$ cat src/rtl/upcounter.sv
// ----------------------------------------------------------------------------
// upcounter
//
// Purpose:
//    Parameterised unsigned up-counter with a programmable terminal count.
//    When the count reaches MAX_VALUE it either wraps back to zero (and
//    raises a one-cycle wrap pulse) or saturates at MAX_VALUE, depending on
//    SATURATE. All outputs are registered.
//
// Parameters:
//    SIZE       counter width in bits (1..32), first so #(N) sets the width
//    MAX_VALUE  terminal count, 0..2**SIZE-1 (default all ones)
//    SATURATE   0 = wrap to zero after MAX_VALUE, 1 = hold at MAX_VALUE
//
// Ports:
//    clock      sole clock, rising edge
//    reset      asynchronous, active-low reset
//    enable     count enable, sampled on the rising edge
//    oResult    current count value
//    oTerminal  high while oResult == MAX_VALUE
//    oWrap      one-cycle pulse in the cycle after a wrap to zero
// ----------------------------------------------------------------------------
module upcounter #(
   parameter int unsigned     SIZE      = 16,
   parameter logic [SIZE-1:0] MAX_VALUE = {SIZE{1'b1}},
   parameter bit              SATURATE  = 1'b0
) (
   input  logic            clock,
   input  logic            reset,
   input  logic            enable,
   output logic [SIZE-1:0] oResult,
   output logic            oTerminal,
   output logic            oWrap
);

   localparam logic [SIZE-1:0] ONE           = SIZE'(1);
   localparam logic            TERM_AT_RESET = (MAX_VALUE == '0);

   logic [SIZE-1:0] r_count;
   logic            r_terminal;
   logic            r_wrap;
   logic            r_runEn;

   logic            w_atMax;
   logic [SIZE-1:0] w_nextCount;
   logic            w_nextTerminal;
   logic            w_nextWrap;

   // Reset release is retimed through one flop: assertion clears it
   // immediately, and it only goes high on a clock edge. Counting is gated
   // on it, so the first increment always lands one edge after release
   // instead of on an edge that may coincide with the release itself.
   always_ff @(posedge clock or negedge reset) begin
      if (!reset) begin
         r_runEn <= 1'b0;
      end else begin
         r_runEn <= 1'b1;
      end
   end

   // Next-count selection. The terminal flag is computed from the next
   // count so that it can be registered alongside it and still match the
   // count in the same cycle, without any path from enable to the output.
   always_comb begin
      w_atMax        = (r_count == MAX_VALUE);
      w_nextCount    = r_count;
      w_nextWrap     = 1'b0;
      if (r_runEn && enable) begin
         if (w_atMax) begin
            if (!SATURATE) begin
               w_nextCount = '0;
               w_nextWrap  = 1'b1;
            end
         end else begin
            w_nextCount = r_count + ONE;
         end
      end
      w_nextTerminal = (w_nextCount == MAX_VALUE);
   end

   // Output registers. Reset forces the idle values straight away, which
   // also drops any wrap pulse that was about to be shown.
   always_ff @(posedge clock or negedge reset) begin
      if (!reset) begin
         r_count    <= '0;
         r_terminal <= TERM_AT_RESET;
         r_wrap     <= 1'b0;
      end else begin
         r_count    <= w_nextCount;
         r_terminal <= w_nextTerminal;
         r_wrap     <= w_nextWrap;
      end
   end

   assign oResult   = r_count;
   assign oTerminal = r_terminal;
   assign oWrap     = r_wrap;

endmodule

$ cat config.mk
export PLATFORM = sky130hd
export DESIGN_NAME = upcounter
export DESIGN_NICKNAME = d
export VERILOG_FILES = /design/src/rtl/upcounter.sv
export SDC_FILE = /design/constraint.sdc
export NUM_CORES = 1
export LEC_CHECK = 0
export CORE_MARGIN = 1.5
export CORE_UTILIZATION = 39
export DETAILED_ROUTE_END_ITERATION = 16
export DONT_BUFFER_PORTS = 1
export PLACE_DENSITY = 0.56
export SETUP_SLACK_MARGIN = 0.02
export SLEW_MARGIN = 20
export SYNTH_ARGS = -nofsm -noshare
export SYNTH_HDL_FRONTEND = slang
export SYNTH_SLANG_ARGS = --single-unit
$ cat constraint.sdc
create_clock -name clock -period 4.8 [get_ports clock]
set_clock_uncertainty 0.05 [all_clocks]
set_input_delay 1.2 -clock clock [delete_from_list [all_inputs] [get_ports clock]]
set_output_delay 1.2 -clock clock [all_outputs]
set_load 0.02 [all_outputs]
# Word-level counts from Yosys, hierarchy flattened
# Index checks and enable logic that the tools add are counted.
op_classes:
  reduce_logical: 1
  order_cmp: 0
  div_mod_pow: 0
  bitwise: 0
  shifts: 0
  muxes: 4
  n_eq_ne: 2
  multipliers: 0
  add_sub_neg: 1
op_table:
  columns: ["cell", "count"]
  rows:
  - ["equality test 16 bit, second input constant", 2]
  - ["two-way mux 16 bit", 2]
  - ["adder 16 x 1 -> 16 bit, second input constant", 1]
  - ["two-way mux 1 bit", 2]
  - ["logical AND 1 bit", 1]
totals:
  ff_bits: 19
  output_inout_bits: 18
  latch_bits: 0
  memories: 0
  ram_bits: 0
  input_bits: 3
  wordCells: 12
  romBits: 0

# Logic depth before layout (Yosys ltp)
depth:
  depth_word: 4
  ltp_mapped: 6
  depth_no_buf: 6

# Worst setup path after synthesis
# No wires, ideal clock.
synth_timing:
  path_type: "input to register"
  start: "in enable"
  end: "reg r_terminal (netlist: oTerminal)"
  slack_ns: 2.409
  cell_stages: 6
  n_path_buf: 1
  setup_ns: 0.120
  t_arrival_ns: 2.221
  cell_sequence: "and2_1 -> clkbuf_1 -> nand2_1 -> a211o_2 -> a21o_1 -> and4_1"
synth_between:
  elab_chain_len: 3
synth_lines:
  columns: ["item", "line", "source"]
  rows:
  - ["from (decl)", "30", "input logic enable,"]
  - ["logical AND 1 bit", "68", "if (r_runEn && enable) begin"]
  - ["two-way mux 16 bit", "68", null]
  - ["net w_nextCount[15]", "45", "logic [SIZE-1:0] w_nextCount;"]
  - ["equality test 16 bit", "78", "w_nextTerminal = (w_nextCount == MAX_VALUE);"]
  - ["net w_nextTerminal", "46", "logic w_nextTerminal;"]
  - ["to (signal assigned)", "90", "r_terminal <= w_nextTerminal;"]
  - ["to (decl)", "40", "logic r_terminal;"]
# The timed path passes the listed nets, and every way through them passes these cells.

# Worst setup path in the final report
layout_timing:
  start: "reg r_count[8] (netlist: oResult[8])"
  end: "out oResult[8]"
layout_lines:
  columns: ["item", "line", "source"]
  rows:
  - ["from (decl)", "39", "logic [SIZE-1:0] r_count;"]
  - ["from (signal assigned)", "89", "r_count <= w_nextCount;"]
  - ["to (decl)", "31", "output logic [SIZE-1:0] oResult,"]
# No word-level cell between the ends.

==> flow_results.xml <==
<?xml version="1.0" encoding="UTF-8"?>
<metrics>
  <group name="run_status">
    <metric name="run_status" unit="">finished, final reports clean</metric>
  </group>
  <group name="clocking">
    <metric name="clock_buffers_created_by_tritoncts" unit="">3</metric>
    <metric name="tritoncts_clock_tree" unit="">yes</metric>
    <metric name="worstSkewPairLatency" unit="ns">0.29</metric>
    <metric name="ctsResizeCount" unit="">0</metric>
    <metric name="total_setup_buffers_inserted_after_cts" unit="">0</metric>
    <metric name="cts-hold-fix-buffers" unit="">0</metric>
    <metric name="cts_htree_levels" unit="">1</metric>
    <metric name="ctsLongestPathBuffers" unit="">2</metric>
    <metric name="root_buffer" unit="">clkbuf_4</metric>
    <metric name="cts.reportedPaths.clkPinSlew" unit="ns">0.10</metric>
    <metric name="numClockSinks" unit="">19</metric>
  </group>
  <group name="timing">
    <metric name="setup_viol" unit="">0</metric>
    <metric name="max_freq" unit="GHz">0.463</metric>
    <metric name="fin_ws" unit="ns">2.64</metric>
    <metric name="fin_crit" unit="ns">2.16</metric>
    <metric name="rsz0062_at_grt" unit="">false</metric>
    <metric name="fraction_of_the_cycle_the_final_worst_path_needs" unit="">0.450</metric>
    <metric name="hold_viol" unit="">0</metric>
    <metric name="slew_viol_final" unit="">0</metric>
    <metric name="totalNegativeSetupSlack" unit="ns">0</metric>
  </group>
  <group name="critical_path">
    <metric name="critPathKind" unit="">reg2out</metric>
    <metric name="critical_path.max_fanout" unit="">6</metric>
    <metric name="timing.critical_path.to_type" unit="">output port</metric>
    <metric name="crit_path_launch_type" unit="">flip-flop</metric>
    <metric name="worstPathArrival" unit="ns">0.91</metric>
    <metric name="required" unit="ns">3.55</metric>
    <metric name="r2r_start" unit="">oResult[0]</metric>
    <metric name="critical_path.startpoint" unit="">oResult[8]</metric>
  </group>
  <group name="logic_synthesis">
    <metric name="synthesis.nets" unit="">111</metric>
    <metric name="netlist_instances" unit="">107</metric>
    <metric name="synth-warning-count" unit="">0</metric>
    <metric name="yosysSeqAreaShare" unit="">0.459</metric>
    <metric name="synth_seq_cells" unit="">19</metric>
    <metric name="synthesis.area" unit="um2">1040</metric>
    <metric name="syn_area_per_cell" unit="um2">9.68</metric>
    <metric name="synth_enable_flop_cells" unit="">0</metric>
    <metric name="postSynth.asyncResetShare" unit="">1.00</metric>
    <metric name="synth_top_flop_cell" unit="">dfrtp_1</metric>
    <metric name="synth_cell_types" unit="">35</metric>
  </group>
  <group name="floorplan">
    <metric name="die-area" unit="um2">2970</metric>
    <metric name="pin_count" unit="">21</metric>
    <metric name="floorplan.die.height" unit="um">54.5</metric>
    <metric name="core" unit="um2">2500</metric>
    <metric name="start_util" unit="">0.414</metric>
    <metric name="die_x" unit="um">54.5</metric>
    <metric name="floorplan.rows" unit="">18</metric>
  </group>
  <group name="layout">
    <metric name="layout-drive-gt1-share" unit="">0.118</metric>
    <metric name="layout_commonest_cell" unit="">dfrtp_1</metric>
    <metric name="final_cell_mix" unit="">19 x dfrtp_1, 12 x nor2_1, 11 x nand2_1</metric>
    <metric name="finalNetCount" unit="">115</metric>
    <metric name="insertedDiodeCount" unit="">0</metric>
    <metric name="area.growth.synth_to_final" unit="%">5.80</metric>
  </group>
  <group name="drt">
    <metric name="totalWireLength" unit="um">2220</metric>
    <metric name="ant_nets" unit="">0</metric>
    <metric name="post-route-drc-count" unit="">0</metric>
    <metric name="avgViaCountPerCell" unit="">5.71</metric>
    <metric name="wire_per_inst" unit="um">15.9</metric>
    <metric name="vias" unit="">800</metric>
    <metric name="dr.first_iter.drc_count" unit="">11</metric>
    <metric name="drt_pre_antenna_iters" unit="">4</metric>
  </group>
  <group name="power">
    <metric name="cellLeakagePower" unit="nW">0.471</metric>
    <metric name="irDropWorstVdd" unit="mV">0.171</metric>
    <metric name="pwr_density_cell" unit="nW/um2">339</metric>
  </group>
  <group name="placed_design">
    <metric name="globalplace.congestion" unit="">0.822</metric>
    <metric name="place.detailed.hpwl" unit="um">1620</metric>
    <metric name="placement_setup_slack" unit="ns">2.36</metric>
    <metric name="placement.io_buffers" unit="">0</metric>
  </group>
  <group name="hold_path">
    <metric name="worstHoldPathType" unit="">in2async</metric>
  </group>
  <group name="grt">
    <metric name="grt_remaining_overflow" unit="">0</metric>
    <metric name="vias_in_the_first_global_route" unit="">791</metric>
    <metric name="globalRouteTotalUtil" unit="">0.180</metric>
    <metric name="maximum_number_of_pins_on_one_net_before_global_route_repair" unit="">20</metric>
    <metric name="antenna_found_initial" unit="">0</metric>
    <metric name="first_pass_grt_wire_length" unit="um">3750</metric>
  </group>
  <group name="job">
    <metric name="maxCapViolCount" unit="">0</metric>
  </group>
</metrics>
## worst reg2reg max path, delay by kind of cell, from the launching register on
family / cells / cell delay, ns
flops: 1 / 0.58
fa+ha+maj: 1 / 0.33
simple gates: 5 / 1.03
## sequential cells by signal (all words and copies together), names as in the netlist
signal	count
oTerminal	1
r_runEn	1
oResult	16
oWrap	1
## power by group
| group | leakage (nW) | internal [mW] | switching, mW |
|---|---|---|---|
| Combinational | 0.205 | 0.0269 | 0.0278 |
| Clock | 0.0150 | 0.0323 | 0.0475 |
| Sequential | 0.251 | 0.178 | 0.0593 |
## synth_stat cells, drive strengths merged, types with 2 or more instances
| cell type | n | area [um2] |
|---|---|---|
| xor2 | 6 | 52.6 |
| and2 | 3 | 20.0 |
| xnor2 | 6 | 52.6 |
| and3 | 3 | 21.3 |
| nor2 | 12 | 45.0 |
| nand2 | 12 | 47.6 |
| o21ai | 4 | 20.0 |
| o22ai | 2 | 12.5 |
| inv | 2 | 7.51 |
| nand3 | 10 | 62.6 |
| a21oi | 5 | 25.0 |
| and4 | 6 | 57.6 |
| dfrtp | 19 | 475 |
| nand4 | 2 | 12.5 |
## layer usage
| layer | part of all wire | global-route usage | up-vias |
|---|---|---|---|
| met2 | 0.46 | 0.261 | 20 |
| met4 | 0.011 | 0.0750 | 0 |
| met3 | 0.050 | 0.0492 | 4 |
| met1 | 0.48 | 0.251 | 382 |
| li1 | - | - | 394 |
| met5 | 0 | 0 | - |
## path summary, 6_finish.rpt
check	cells after the start	end	slack (ns)
worst min register to register	1	oResult[12]	0.66
worst min-delay path	0	oResult[13]	0.54
worst max register to register	6	oResult[9]	2.68
worst max-delay path	0	oResult[8]	2.64
max in group asynchronous	0	oResult[7]	4.10
min in group clock	1	oResult[12]	0.66
## kinds of logic (layout without fill, tap and decap cells)
family	count (synthesis)	after routing	synth area share
simple gates	53	53	0.293
flops	19	19	0.459
compound gates	18	18	0.120
xor+xnor	12	12	0.101
buf+inv	3	6	0.0109
fa+ha+maj	1	1	0.0121
other cells	1	1	0.00362
## area by class of cell
type	instances	area, um2
fill	255	1400
multi-input combinational	85	549
sequential	19	475
tap	30	37.5
clock buffer	4	26.3
inverter	2	7.51
## per-stage QoR
stage | area [um2] | hold WS [ns] | power [mW] | instances | util
global route | 1100 | 0.503 | 0.399 | 140 | 0.438
CTS | 1100 | 0.525 | 0.377 | 140 | 0.438
detailed placement | 1070 | 0.646 | 0.295 | 136 | 0.428
global placement | 1070 | 0.628 | 0.295 | 136 | 0.428
floorplan | 1040 | 0.575 | 0.277 | 107 | -
finish | 1100 | 0.536 | 0.372 | 140 | 0.438
Power figures use the tool's default switching activity.
